**src/rtl/relu_pool_gen.sv**
```systemverilog
// relu_pool_gen: walks a convolution layer's output RAM window by window,
// takes the max of each POOL x POOL window, applies ReLU and streams one
// pooled value per window.
// Optional feature macro: RELU_POOL_SIGNED_EN (two's-complement data with a
// ReLU clamp); when undefined the data is unsigned and ReLU is identity.
module relu_pool_gen #(
    parameter int DATA_W   = 8,
    parameter int IN_W     = 24,
    parameter int IN_H     = 24,
    parameter int POOL     = 2,
    parameter int CHANNELS = 1,
    parameter int ADDR_W   = 11
) (
    input  logic                      clk,
    input  logic                      rst,
    input  logic                      start,
    input  logic                      src_ready,
    input  logic                      src_write_complete,
    input  logic [DATA_W-1:0]         rd_data,
    output logic                      rd_en,
    output logic [ADDR_W-1:0]         rd_addr,
    output logic [DATA_W-1:0]         out_data,
    output logic                      out_valid,
    output logic [$clog2(CHANNELS):0] out_ch,
    output logic                      out_last,
    output logic                      busy,
    output logic                      done
);

    localparam int CH_W  = $clog2(CHANNELS) + 1;
    localparam int CNT_W = 16;

    localparam logic [2:0]        P_LAST    = 3'(POOL - 1);
    localparam logic [CNT_W-1:0]  WC_LAST   = CNT_W'(IN_W / POOL - 1);
    localparam logic [CNT_W-1:0]  WR_LAST   = CNT_W'(IN_H / POOL - 1);
    localparam logic [CH_W-1:0]   CH_LAST   = CH_W'(CHANNELS - 1);
    localparam logic [ADDR_W-1:0] ROW_STEP  = ADDR_W'(IN_W);
    localparam logic [ADDR_W-1:0] POOL_STEP = ADDR_W'(POOL);
    localparam logic [ADDR_W-1:0] BLK_STEP  = ADDR_W'(POOL * IN_W);

    typedef enum logic [1:0] {IDLE, WAIT_SRC, RUN, DRAIN} state_t;

    state_t            state;
    logic [2:0]        ic;
    logic [2:0]        ir;
    logic [CNT_W-1:0]  wc;
    logic [CNT_W-1:0]  wr;
    logic [CH_W-1:0]   ch;
    logic [ADDR_W-1:0] row_start;
    logic [ADDR_W-1:0] win_base;
    logic [ADDR_W-1:0] blk_base;

    logic              first_elem;
    logic              last_elem;
    logic              last_addr;
    logic [ADDR_W-1:0] next_row;
    logic [ADDR_W-1:0] next_win;
    logic [ADDR_W-1:0] next_blk;

    logic              s1_valid, s1_first, s1_last, s1_final;
    logic [CH_W-1:0]   s1_ch;
    logic              s2_valid, s2_first, s2_last, s2_final;
    logic [CH_W-1:0]   s2_ch;
    logic [DATA_W-1:0] data_q;
    logic [DATA_W-1:0] acc;
    logic [DATA_W-1:0] larger;
    logic [DATA_W-1:0] pooled;

    assign rd_en      = (state == RUN) || ((state == WAIT_SRC) && src_ready);
    assign busy       = (state != IDLE);
    assign first_elem = (ic == 3'd0) && (ir == 3'd0);
    assign last_elem  = (ic == P_LAST) && (ir == P_LAST);
    assign last_addr  = last_elem && (wc == WC_LAST) && (wr == WR_LAST) && (ch == CH_LAST);
    assign next_row   = row_start + ROW_STEP;
    assign next_win   = win_base + POOL_STEP;
    assign next_blk   = blk_base + BLK_STEP;

    // Sequencer: state machine plus the address walk (column, in-window row,
    // window column, window row, channel), all built from adders only.
    always_ff @(posedge clk) begin
        if (rst) begin
            state     <= IDLE;
            ic        <= '0;
            ir        <= '0;
            wc        <= '0;
            wr        <= '0;
            ch        <= '0;
            row_start <= '0;
            win_base  <= '0;
            blk_base  <= '0;
            rd_addr   <= '0;
        end else begin
            case (state)
                IDLE: begin
                    if (start) begin
                        state     <= WAIT_SRC;
                        ic        <= '0;
                        ir        <= '0;
                        wc        <= '0;
                        wr        <= '0;
                        ch        <= '0;
                        row_start <= '0;
                        win_base  <= '0;
                        blk_base  <= '0;
                        rd_addr   <= '0;
                    end
                end
                WAIT_SRC: begin
                    if (rd_en && last_addr) begin
                        state <= DRAIN;
                    end else if (src_write_complete) begin
                        state <= RUN;
                    end
                end
                RUN: begin
                    if (last_addr) begin
                        state <= DRAIN;
                    end
                end
                DRAIN: begin
                    if (out_valid && out_last) begin
                        state <= IDLE;
                    end
                end
                default: state <= IDLE;
            endcase

            if (rd_en && !last_addr) begin
                if (ic != P_LAST) begin
                    ic      <= ic + 3'd1;
                    rd_addr <= rd_addr + ADDR_W'(1);
                end else if (ir != P_LAST) begin
                    ic        <= '0;
                    ir        <= ir + 3'd1;
                    row_start <= next_row;
                    rd_addr   <= next_row;
                end else begin
                    ic <= '0;
                    ir <= '0;
                    if (wc != WC_LAST) begin
                        wc        <= wc + CNT_W'(1);
                        win_base  <= next_win;
                        row_start <= next_win;
                        rd_addr   <= next_win;
                    end else begin
                        wc        <= '0;
                        blk_base  <= next_blk;
                        win_base  <= next_blk;
                        row_start <= next_blk;
                        rd_addr   <= next_blk;
                        if (wr != WR_LAST) begin
                            wr <= wr + CNT_W'(1);
                        end else begin
                            wr <= '0;
                            ch <= ch + CH_W'(1);
                        end
                    end
                end
            end
        end
    end

    // Running maximum of the current window and the ReLU applied to it.
    always_comb begin
        larger = acc;
`ifdef RELU_POOL_SIGNED_EN
        if ($signed(data_q) > $signed(acc)) begin
            larger = data_q;
        end
        pooled = larger[DATA_W-1] ? '0 : larger;
`else
        if (data_q > acc) begin
            larger = data_q;
        end
        pooled = larger;
`endif
    end

    // Datapath: tag each read, capture RAM data a cycle later, then fold it
    // into the accumulator and emit the pooled value on a window's last element.
    always_ff @(posedge clk) begin
        if (rst) begin
            s1_valid  <= 1'b0;
            s1_first  <= 1'b0;
            s1_last   <= 1'b0;
            s1_final  <= 1'b0;
            s1_ch     <= '0;
            s2_valid  <= 1'b0;
            s2_first  <= 1'b0;
            s2_last   <= 1'b0;
            s2_final  <= 1'b0;
            s2_ch     <= '0;
            data_q    <= '0;
            acc       <= '0;
            out_data  <= '0;
            out_valid <= 1'b0;
            out_ch    <= '0;
            out_last  <= 1'b0;
            done      <= 1'b0;
        end else begin
            s1_valid <= rd_en;
            s1_first <= first_elem;
            s1_last  <= last_elem;
            s1_final <= last_addr;
            s1_ch    <= ch;

            s2_valid <= s1_valid;
            s2_first <= s1_first;
            s2_last  <= s1_last;
            s2_final <= s1_final;
            s2_ch    <= s1_ch;
            if (s1_valid) begin
                data_q <= rd_data;
            end

            if (s2_valid) begin
                acc <= s2_first ? data_q : larger;
            end
            out_valid <= s2_valid && s2_last;
            out_last  <= s2_valid && s2_last && s2_final;
            done      <= s2_valid && s2_last && s2_final;
            if (s2_valid && s2_last) begin
                out_data <= pooled;
                out_ch   <= s2_ch;
            end
        end
    end

endmodule

```
**config.mk**
```make
export PLATFORM = sky130hd
export DESIGN_NAME = relu_pool_gen
export DESIGN_NICKNAME = d
export VERILOG_FILES = /design/src/rtl/relu_pool_gen.sv
export SDC_FILE = /design/constraint.sdc
export NUM_CORES = 1
export LEC_CHECK = 0
export ABC_AREA = 1
export CAP_MARGIN = 30
export CORE_UTILIZATION = 45
export DETAILED_ROUTE_END_ITERATION = 10
export PLACE_DENSITY = 0.64
export REMOVE_ABC_BUFFERS = 1
export SYNTH_ARGS = -nofsm -noshare
export SYNTH_HDL_FRONTEND = slang
export SYNTH_SLANG_ARGS = --single-unit
```
**constraint.sdc**
```tcl
create_clock -name clk -period 2.5 [get_ports clk]
set_input_delay 0.5 -clock clk [delete_from_list [all_inputs] [get_ports clk]]
set_output_delay 0.5 -clock clk [all_outputs]
set_load 0.02 [all_outputs]
```
; ---- Yosys cells after proc, flatten, opt, wreduce, memory -nomap -nowiden
; Cells that the tools add are included.
; Widths: inputs -> output; s select.
[op_classes]
addsub = 9
magnitude_cmp = 1
eq_ne = 15
muxes = 58
bitwise_logic = 1
reduce_logical = 21
[op_table]
columns = operator, count
row1 = $mux 11, 21
row2 = $mux 16, 13
row3 = $add 16x1->16 const B, 2
row4 = $eq 16x4->1 const B, 2
row5 = $ne 16x4->1 const B, 2
row6 = $mux 3, 9
row7 = $mux 8, 2
row8 = $add 11x1->11 const B, 1
row9 = $add 11x2->11 const B, 1
row10 = $add 11x5->11 const B, 1
row11 = $add 11x6->11 const B, 1
row12 = $logic_and 1x1->1, 11
row13 = $mux 2, 5
row14 = $gt 8x8->1, 1
row15 = $pmux 2 s4, 1
row16 = $mux 1, 7
row17 = $add 3x1->3 const B, 2
row18 = $eq 3x1->1 const B, 2
row19 = $logic_not 3->1, 2
row20 = $ne 2x2->1 const B, 3
row21 = $ne 3x1->1 const B, 2
row22 = $reduce_bool 2->1, 3
row23 = $eq 2x2->1 const B, 2
row24 = $reduce_and 4->1, 1
row25 = other kinds (8), 8
[totals]
regBits = 122
output_inout_bits = 25

; ---- Logic depth before layout (Yosys ltp)
; Gate-level depths: netlist of run 1.
[depth]
depth_word = 9
ltp_mapped = 15

; ---- Worst setup path after synthesis of run 1
; No wires, ideal clock.
[synth_path]
path_type = register to register
from = register wc[0]
to = register ic[0]
setup_ns = 0.125
t_arrival_ns = 1.833
slack_ns = 0.542
path_stages_with_launch = 15
path_buffers = 2
synth_period_minus_slack_ns = 1.958
path_cell_list = dfxtp_1 ha_1 nand2_1 inv_1 nand2_1 nor2_2 nand2_2 nor2_8 nand3_4 nand2_8 inv_4 buf_6 buf_6 o21ai_0 a21oi_1
[synth_via]
elab_chain_cells = 8
[synth_lines]
columns = element, line
row1 = start: declaration, 46  ; logic [CNT_W-1:0] wc;
row2 = start signal: assignment, 141  ; wc <= wc + CNT_W'(1);
row3 = $eq 16x4->1 *, 73  ; assign last_addr = last_elem && (wc == WC_LAST) && (wr == WR_LAST) && (ch == CH_LAST);
row4 = $logic_and 1x1->1 * (3 in a row), 73
row5 = $logic_not 1->1 *, 128  ; if (rd_en && !last_addr) begin
row6 = $logic_and 1x1->1 *, 128
row7 = $reduce_bool 2->1 (no source line), --
row8 = $reduce_and 2->1 (no source line), --
row9 = end signal: assignment, 130  ; ic <= ic + 3'd1;
row10 = end: declaration, 44  ; logic [2:0] ic;
; Mark *: on every way between the ends. The rest lies on a longest branch, timed or not.
; A chain may end at the register's enable or synchronous reset.

; ---- Worst setup path in the final report of run 1
[layout_path]
from = register state[0]
to = output port busy
[layout_via]
elab_chain_cells = 1
[layout_lines]
columns = element, line
row1 = start: declaration, 43  ; state_t state;
row2 = start signal: assignment, 82  ; state <= IDLE;
row3 = start signal: assignment, 96  ; state <= WAIT_SRC;
row4 = start signal: assignment, 110  ; state <= DRAIN;
row5 = $reduce_bool 2->1, 70  ; assign busy = (state != IDLE);
row6 = end: declaration, 26  ; output logic busy,
; Every way passes these cells.

==> results.yml, run 1 <==
clocking:
  cts_tree: "built"
  hold_buffers: 0
  clock_path_buffers: 2
  post-cts-setup-buffers: 0
  numCtsBuffers: 17
  insertion_delay_ns: 0.43
  cts.sinks: 122
  cts.clk_slew.worst_paths_ns: 0.05
  cts.htree.levels: 4
  root_buffer: "clkbuf_16"
placed_design:
  place_congestion: 0.8861
  numPortBuffers: 37
  dpl_cell_area_um2: 7476
  hpwl_um: 12630
outcome:
  status: "complete, but fails checks"
  violations: "DRC"
die:
  initial_core_util_pct: 46.54
  coreArea_um2: 14700
  ios: 38
  die_y_um: 125.3
  chipWidth_um: 125.3
  num_rows: 44
  die_area_um2: 15700
yosys:
  syn_avg_cell_area_um2: 6.629
  synth_top_area_cell: "dfxtp_1"
  synthCells: 1032
  synth_area_um2: 6842
  synthTopCellsByArea: "dfxtp_1 36%, nand2_1 12%, nand3_1 8.3%"
  synth-warning-count: 0
  synth_cell_types: 42
  synth_top_area_share_pct: 35.70
  yosysSeqAreaShare_pct: 35.70
  ys_ff_latch: 122
finish:
  n_antenna_cell: 0
  final_area_um2: 8090
  drive_above_1_share_pct: 7.868
  regArea_um2: 2442
  area_growth_pct: 18.25
  nets: 1112
  n_fill_cell: 1419
  multi_input_area_um2: 3757
global_route:
  grt_max_degree: 76
  antenna_found_initial: 0
  grtUsageTotal_pct: 23.95
  grt_pass1_vias: 6096
  grt_pass1_wl_um: 30190
  grt_overflow: 0
flow_run:
  drv_cap: 0
timing:
  fin_skew_ns: 0.01194
  finalHoldViolCount: 0
  finalCritPeriodShare_pct: 90.57
  worstMarginPinSlew_ns: 0.8663
  slew_viol_final: 0
  setup_violations: 0
  relSlewSlack_pct: 42.25
  finalCriticalPeriod_ns: 2.264
  fmax_mhz: 441.7
  rsz0062_at_grt: "no"
  fin_tns_setup_ns: 0
setup_path:
  reg2reg_to: "wc[14]"
  critPathSlowestCell: "dfxtp_1"
  cpPeakStageDelay_ns: 0.40
  worstPathCellList: "inv_1 -> ha_1 -> inv_1 -> dlygate4sd2_1"
  path_common_cell: "inv_1"
  cp.required_ns: 2.00
  cp_max_fo: 5
  critPathBufInv: 3
  rrSetupSlack_ns: 0.25
  crit_family: "buffers and inverters"
  arrival_ns: 1.76
  crit_type: "flip-flop to output pin"
  cp-end-kind: "output pin"
  rr_worst_depth: 15
  r2r-start: "wc[0]"
  startpoint_type: "flip-flop"
power:
  p_per_area_nw_per_um2: 782.4
  leakagePower_nw: 3.183
  ir_drop_uv: 552.4
route:
  drt_iter0_markers: 597
  routed-via-count: 6742
  wl_per_cell_um: 14.28
  dr.pass1.iters: 9
  drt.antenna.violating_nets: 0
  finalWirelength_um: 18240
  viasPerCell: 5.280
  drc: 5
min_path:
  min-delay-start: "s1_ch"
  worstHoldPathCells: 2
  hold_path_end: "s2_ch"
  hold_class: "flip-flop to flip-flop"
## area by class of cell
| cell class | count | area share [%] |
|---|---|---|
| multi-input cells | 753 | 46.44 |
| flip-flops and latches | 122 | 30.19 |
| repair buffers | 65 | 7.284 |
| clock buffers | 21 | 5.815 |
| inverters | 121 | 5.660 |
| well taps | 184 | 2.846 |
| clock inverters | 11 | 1.763 |
## layout by cell type, fill, tap and decap left out, types with 2 or more instances in the layout
cell             netlist  routed
bufinv_16              0       3
a22oi_1                2       2
clkinv_2               1       5
nand3_1              114     114
nor4_1                 2       2
nor2_4                 2       2
ha_1                  19      19
clkinv_1               2       2
clkbuf_16              0      17
inv_1                115     115
nor2_2                 3       3
a31oi_1                3       3
o21a_1                 2       2
o211ai_1              14      14
xor2_1                18      18
clkinvlp_4             0       2
clkdlybuf4s50_1        0      34
dfxtp_1              122     122
nand2_2                3       3
xnor2_1                4       4
nor2_1               125     125
or2_2                  8       8
nor3_1                13      13
inv_2                  2       2
nand3_4                2       2
buf_4                  4      27
nand3b_1               4       4
o21bai_1               2       2
a21oi_1              100     100
o21ai_0               69      68
nand4_1               17      17
clkbuf_8               0       3
nand2_1              218     218
## logic make-up after synthesis
group | after synthesis | share of synthesized area, %
adder cells (fa/ha/maj) | 19 | 3.475
buffers and inverters | 157 | 9.382
flip-flops | 122 | 35.70
AND/OR/NAND/NOR | 519 | 33.69
AO/OA/AOI/OAI | 193 | 14.94
XOR/XNOR | 22 | 2.816
## synthesized netlist by cell type
master / count
or2_2: 8
nand2_8: 1
nand4_1: 17
nand3_1: 114
nor2_2: 3
buf_4: 4
nand2_2: 3
a211oi_1: 1
inv_2: 2
o21ai_0: 69
nor2_1: 125
nor2_4: 2
or2_1: 1
buf_2: 3
xor2_1: 18
o21a_1: 2
buf_1: 1
buf_6: 4
nand3_2: 1
o211ai_1: 14
nand3b_1: 4
a21oi_1: 100
clkinv_1: 2
ha_1: 19
nor4_1: 2
nand2_1: 218
a22oi_1: 2
inv_1: 115
nor3b_1: 1
and2_1: 1
nor2_8: 1
clkbuf_1: 24
a31oi_1: 3
o21bai_1: 2
nor3_1: 13
inv_4: 1
xnor2_1: 4
or2_0: 1
nand2_4: 1
dfxtp_1: 122
clkinv_2: 1
nand3_4: 2
## how the worst max path moves through the flow
stage                     startpoint  endpoint  slack [ns]  cells past startpoint
after floorplan             state[0]    wr[13]        0.15                      7
after global placement     src_ready     rd_en        0.28                      4
after detailed placement   src_ready    wc[14]        0.25                     11
after CTS                   state[0]     rd_en        0.04                      5
after global routing           wc[0]     wc[6]        0.01                     14
final                       state[0]      busy        0.24                      4
## worst register-to-register path: stages (launching register included)
cell     delay (ns)
dfxtp_1        0.35
ha_1           0.29
nand2_1        0.08
inv_1          0.05
nand2_1        0.05
nor2_2         0.13
nand2_2        0.12
nor2_8         0.11
nand3_4        0.12
nand2_8        0.14
inv_4          0.09
nand2_2        0.20
nor2_1         0.07
buf_4          0.16
nand2_1        0.07
a21oi_1        0.06
## repair_timing
action / CTS / global route
cloned: 0 / 0
pin swaps: 0 / 0
gates resized for setup: 1 / 2
setup endpoints to repair: 1 / 3
## through the flow
stage | cells | hold WS [ns] | setup slack [ns] | power, mW | utilization (%)
final | 1277 | 0.3950 | 0.2359 | 6.330 | 55.04
after global routing | 1277 | 0.4133 | 0.01182 | 6.643 | 55.04
after CTS | 1277 | 0.4014 | 0.04255 | 6.353 | 55.02
after detailed placement | 1245 | 0.3952 | 0.2494 | 3.815 | 50.86
after global placement | 1245 | 0.3913 | 0.2829 | 3.811 | 50.86
after floorplan | 996 | 0.3883 | 0.1485 | 3.137 | -
## flip-flops by register name (all words and copies together) (netlist names), 2 cells and up
| register | cells |
|---|---|
| rd_addr | 11 |
| win_base | 11 |
| ic | 3 |
| wr | 16 |
| wc | 16 |
| row_start | 11 |
| blk_base | 11 |
| acc | 8 |
| state | 2 |
| ir | 3 |
| data_q | 8 |
| out_data | 8 |
## metal layers
| metal | wire length (um) | vias to the layer above | GRT usage, % |
|---|---|---|---|
| met1 | 8793 | 3098 | 31.58 |
| met5 | 0 | - | 0 |
| li1 | - | 3474 | - |
| met4 | 420 | 0 | 8.465 |
| met3 | 826 | 27 | 5.306 |
| met2 | 8198 | 143 | 38.48 |
## where the power goes
| group | internal [mW] | switching [mW] |
|---|---|---|
| Combinational | 0.498 | 1.12 |
| Sequential | 2.05 | 0.120 |
| Clock | 1.64 | 0.898 |
Note: power is estimated with default switching activity, not from simulation.
==> run 2: changes to the inputs <==
--- a/config.mk
+++ b/config.mk
@@ -7,6 +7,7 @@
 export LEC_CHECK = 0
 export ABC_AREA = 1
 export CAP_MARGIN = 30
+export CORE_ASPECT_RATIO = 0.7
 export CORE_UTILIZATION = 45
 export DETAILED_ROUTE_END_ITERATION = 10
 export PLACE_DENSITY = 0.64
==> run 2 against run 1 <==
Effect of this change:
- the run now ends clean
- global-route usage grew 1.1 points
- final area shrank 0.82%
- fmax about the same
- highest routed layer unchanged
- clock power shrank 5%
- largest cell class unchanged
- power decreased by 2.3%
- utilization decreased by 0.71 points
==> results.yml, run 2 (same netlist as run 1, synthesis figures left out) <==
outcome:
  status: "complete, no violations"
placed_design:
  dpl_cell_area_um2: 7455
  hpwl_um: 12620
  place_congestion: 0.9062
  numPortBuffers: 37
clocking:
  cts.clk_slew.worst_paths_ns: 0.06
  cts.sinks: 122
  numCtsBuffers: 17
  clock_path_buffers: 2
  root_buffer: "clkbuf_16"
  insertion_delay_ns: 0.42
  cts_tree: "built"
  cts.htree.levels: 4
power:
  p_per_area_nw_per_um2: 770.4
  ir_drop_uv: 476.6
  leakagePower_nw: 3.129
setup_path:
  reg2reg_to: "blk_base[2]"
  cpPeakStageDelay_ns: 0.42
  rrSetupSlack_ns: 0.26
  rr_worst_depth: 14
  cp_max_fo: 5
  critPathSlowestCell: "dfxtp_1"
  cp-end-kind: "output pin"
  path_common_cell: "inv_1"
  crit_type: "flip-flop to output pin"
  worstPathCellList: "inv_1 -> ha_1 -> a21oi_1 -> inv_1 -> dlygate4sd2_1"
  r2r-start: "wc[1]"
  critPathBufInv: 3
  crit_family: "buffers and inverters"
  startpoint_type: "flip-flop"
  arrival_ns: 1.76
  cp.required_ns: 2.00
timing:
  relSlewSlack_pct: 64.40
  fin_skew_ns: 0.01234
  setup_violations: 0
  rsz0062_at_grt: "no"
  worstMarginPinSlew_ns: 0.5307
  finalCriticalPeriod_ns: 2.263
  fmax_mhz: 441.9
  finalCritPeriodShare_pct: 90.51
  holdWs_ns: 0.4000
  slew_viol_final: 0
  fin_tns_setup_ns: 0
  finalHoldViolCount: 0
route:
  dr.pass1.iters: 5
  finalWirelength_um: 18230
  routed-via-count: 6732
  drc: 0
  drt.antenna.violating_nets: 0
  drt_iter0_markers: 680
  viasPerCell: 5.239
  wl_per_cell_um: 14.19
die:
  chipWidth_um: 149.4
  die_y_um: 105.2
  ios: 38
  initial_core_util_pct: 46.33
  num_rows: 37
  coreArea_um2: 14770
  die_area_um2: 15710
finish:
  reg.largest.list: "wc (16), wr (16)"
  final_area_um2: 8024
  n_antenna_cell: 0
  nets: 1109
  drive_above_1_share_pct: 7.523
  layout_common_cells: "218 x nand2_1, 125 x nor2_1, 122 x dfxtp_1"
  layout_commonest_cell: "nand2_1"
  area_growth_pct: 17.28
global_route:
  grt_overflow: 0
  grt_max_degree: 38
  antenna_found_initial: 0
  grt_pass1_vias: 6023
  grtUsageTotal_pct: 25.00
  grt_pass1_wl_um: 31100
min_path:
  worstHoldPathCells: 2
  min-delay-start: "s1_first"
  hold_path_end: "s2_first"
  hold_class: "flip-flop to flip-flop"
flow_run:
  drv_cap: 0
## run 2: cell count changes in the layout (fill, tap and decap cells not counted), sizes merged
cell and delta:
dlygate4sd2 +1, bufinv -1, inv -1, buf -3
clkinv +2, clkinvlp +1, dlymetal6s2s -1, clkbuf -1
## run 2: worst reg2reg max path, stage by stage (launching register included)
cell	delay [ns]
dfxtp_1	0.35
ha_1	0.17
nand2_1	0.06
inv_1	0.05
nand2_1	0.05
nor2_2	0.14
nand2_2	0.15
nor2_8	0.13
nand3_4	0.12
nand2_8	0.15
inv_4	0.08
nand2_4	0.24
nand2_1	0.17
nand2_1	0.21
nor2_1	0.06
## run 2: how the worst max path moves through the flow
stage / from / endpoint / slack (ns) / cells past startpoint
after floorplan: state[0] / wr[13] / 0.15 / 7
after global placement: src_ready / blk_base[3] / 0.23 / 10
after detailed placement: src_ready / blk_base[0] / 0.17 / 10
after CTS: state[0] / rd_en / 0.22 / 5
after global routing: wc[1] / blk_base[2] / 0.03 / 14
final: state[0] / rd_en / 0.24 / 5
## run 2: final cells by class
| class | instances | area [um^2] |
|---|---|---|
| Clock buffer | 20 | 446.7 |
| Clock inverter | 12 | 125.1 |
| Fill cell | 1436 | 6744 |
| Sequential cell | 122 | 2442 |
| Timing Repair Buffer | 62 | 550.5 |
| Inverter | 121 | 457.9 |
| Tap cell | 195 | 244.0 |
| Multi-Input combinational cell | 753 | 3757 |
## run 2: where the power goes
part	switching, mW	internal, mW	leakage (nW)
Clock	0.933	1.48	0.276
Sequential	0.120	2.05	0.985
Combinational	1.12	0.475	1.87
## run 2: through the flow
stage          total power, mW  cells  utilization, %  setup slack, ns
2_1_floorplan            3.137    996               -           0.1485
3_3_place_gp             3.781   1253           50.48           0.2262
3_5_place_dp             3.788   1253           50.48           0.1746
4_1_cts                  6.198   1285           54.33           0.2190
5_1_grt                  6.507   1285           54.33          0.02795
6_report                 6.182   1285           54.33           0.2372
## run 2: repair_timing
action / in CTS / in global routing
hold buffers: 0 / 0
setup endpoints to repair: 2 / 0
setup buffers: 0 / 0
resized for setup: 2 / 0
## run 2: layer usage
metal  routed length, um  vias to the layer above  track usage [%]
met5                   0                        -                0
met4                 195                        0            6.268
met3                 944                       18            5.066
met2                7604                      169            35.85
met1                9484                     3071            37.46
li1                    -                     3474                -
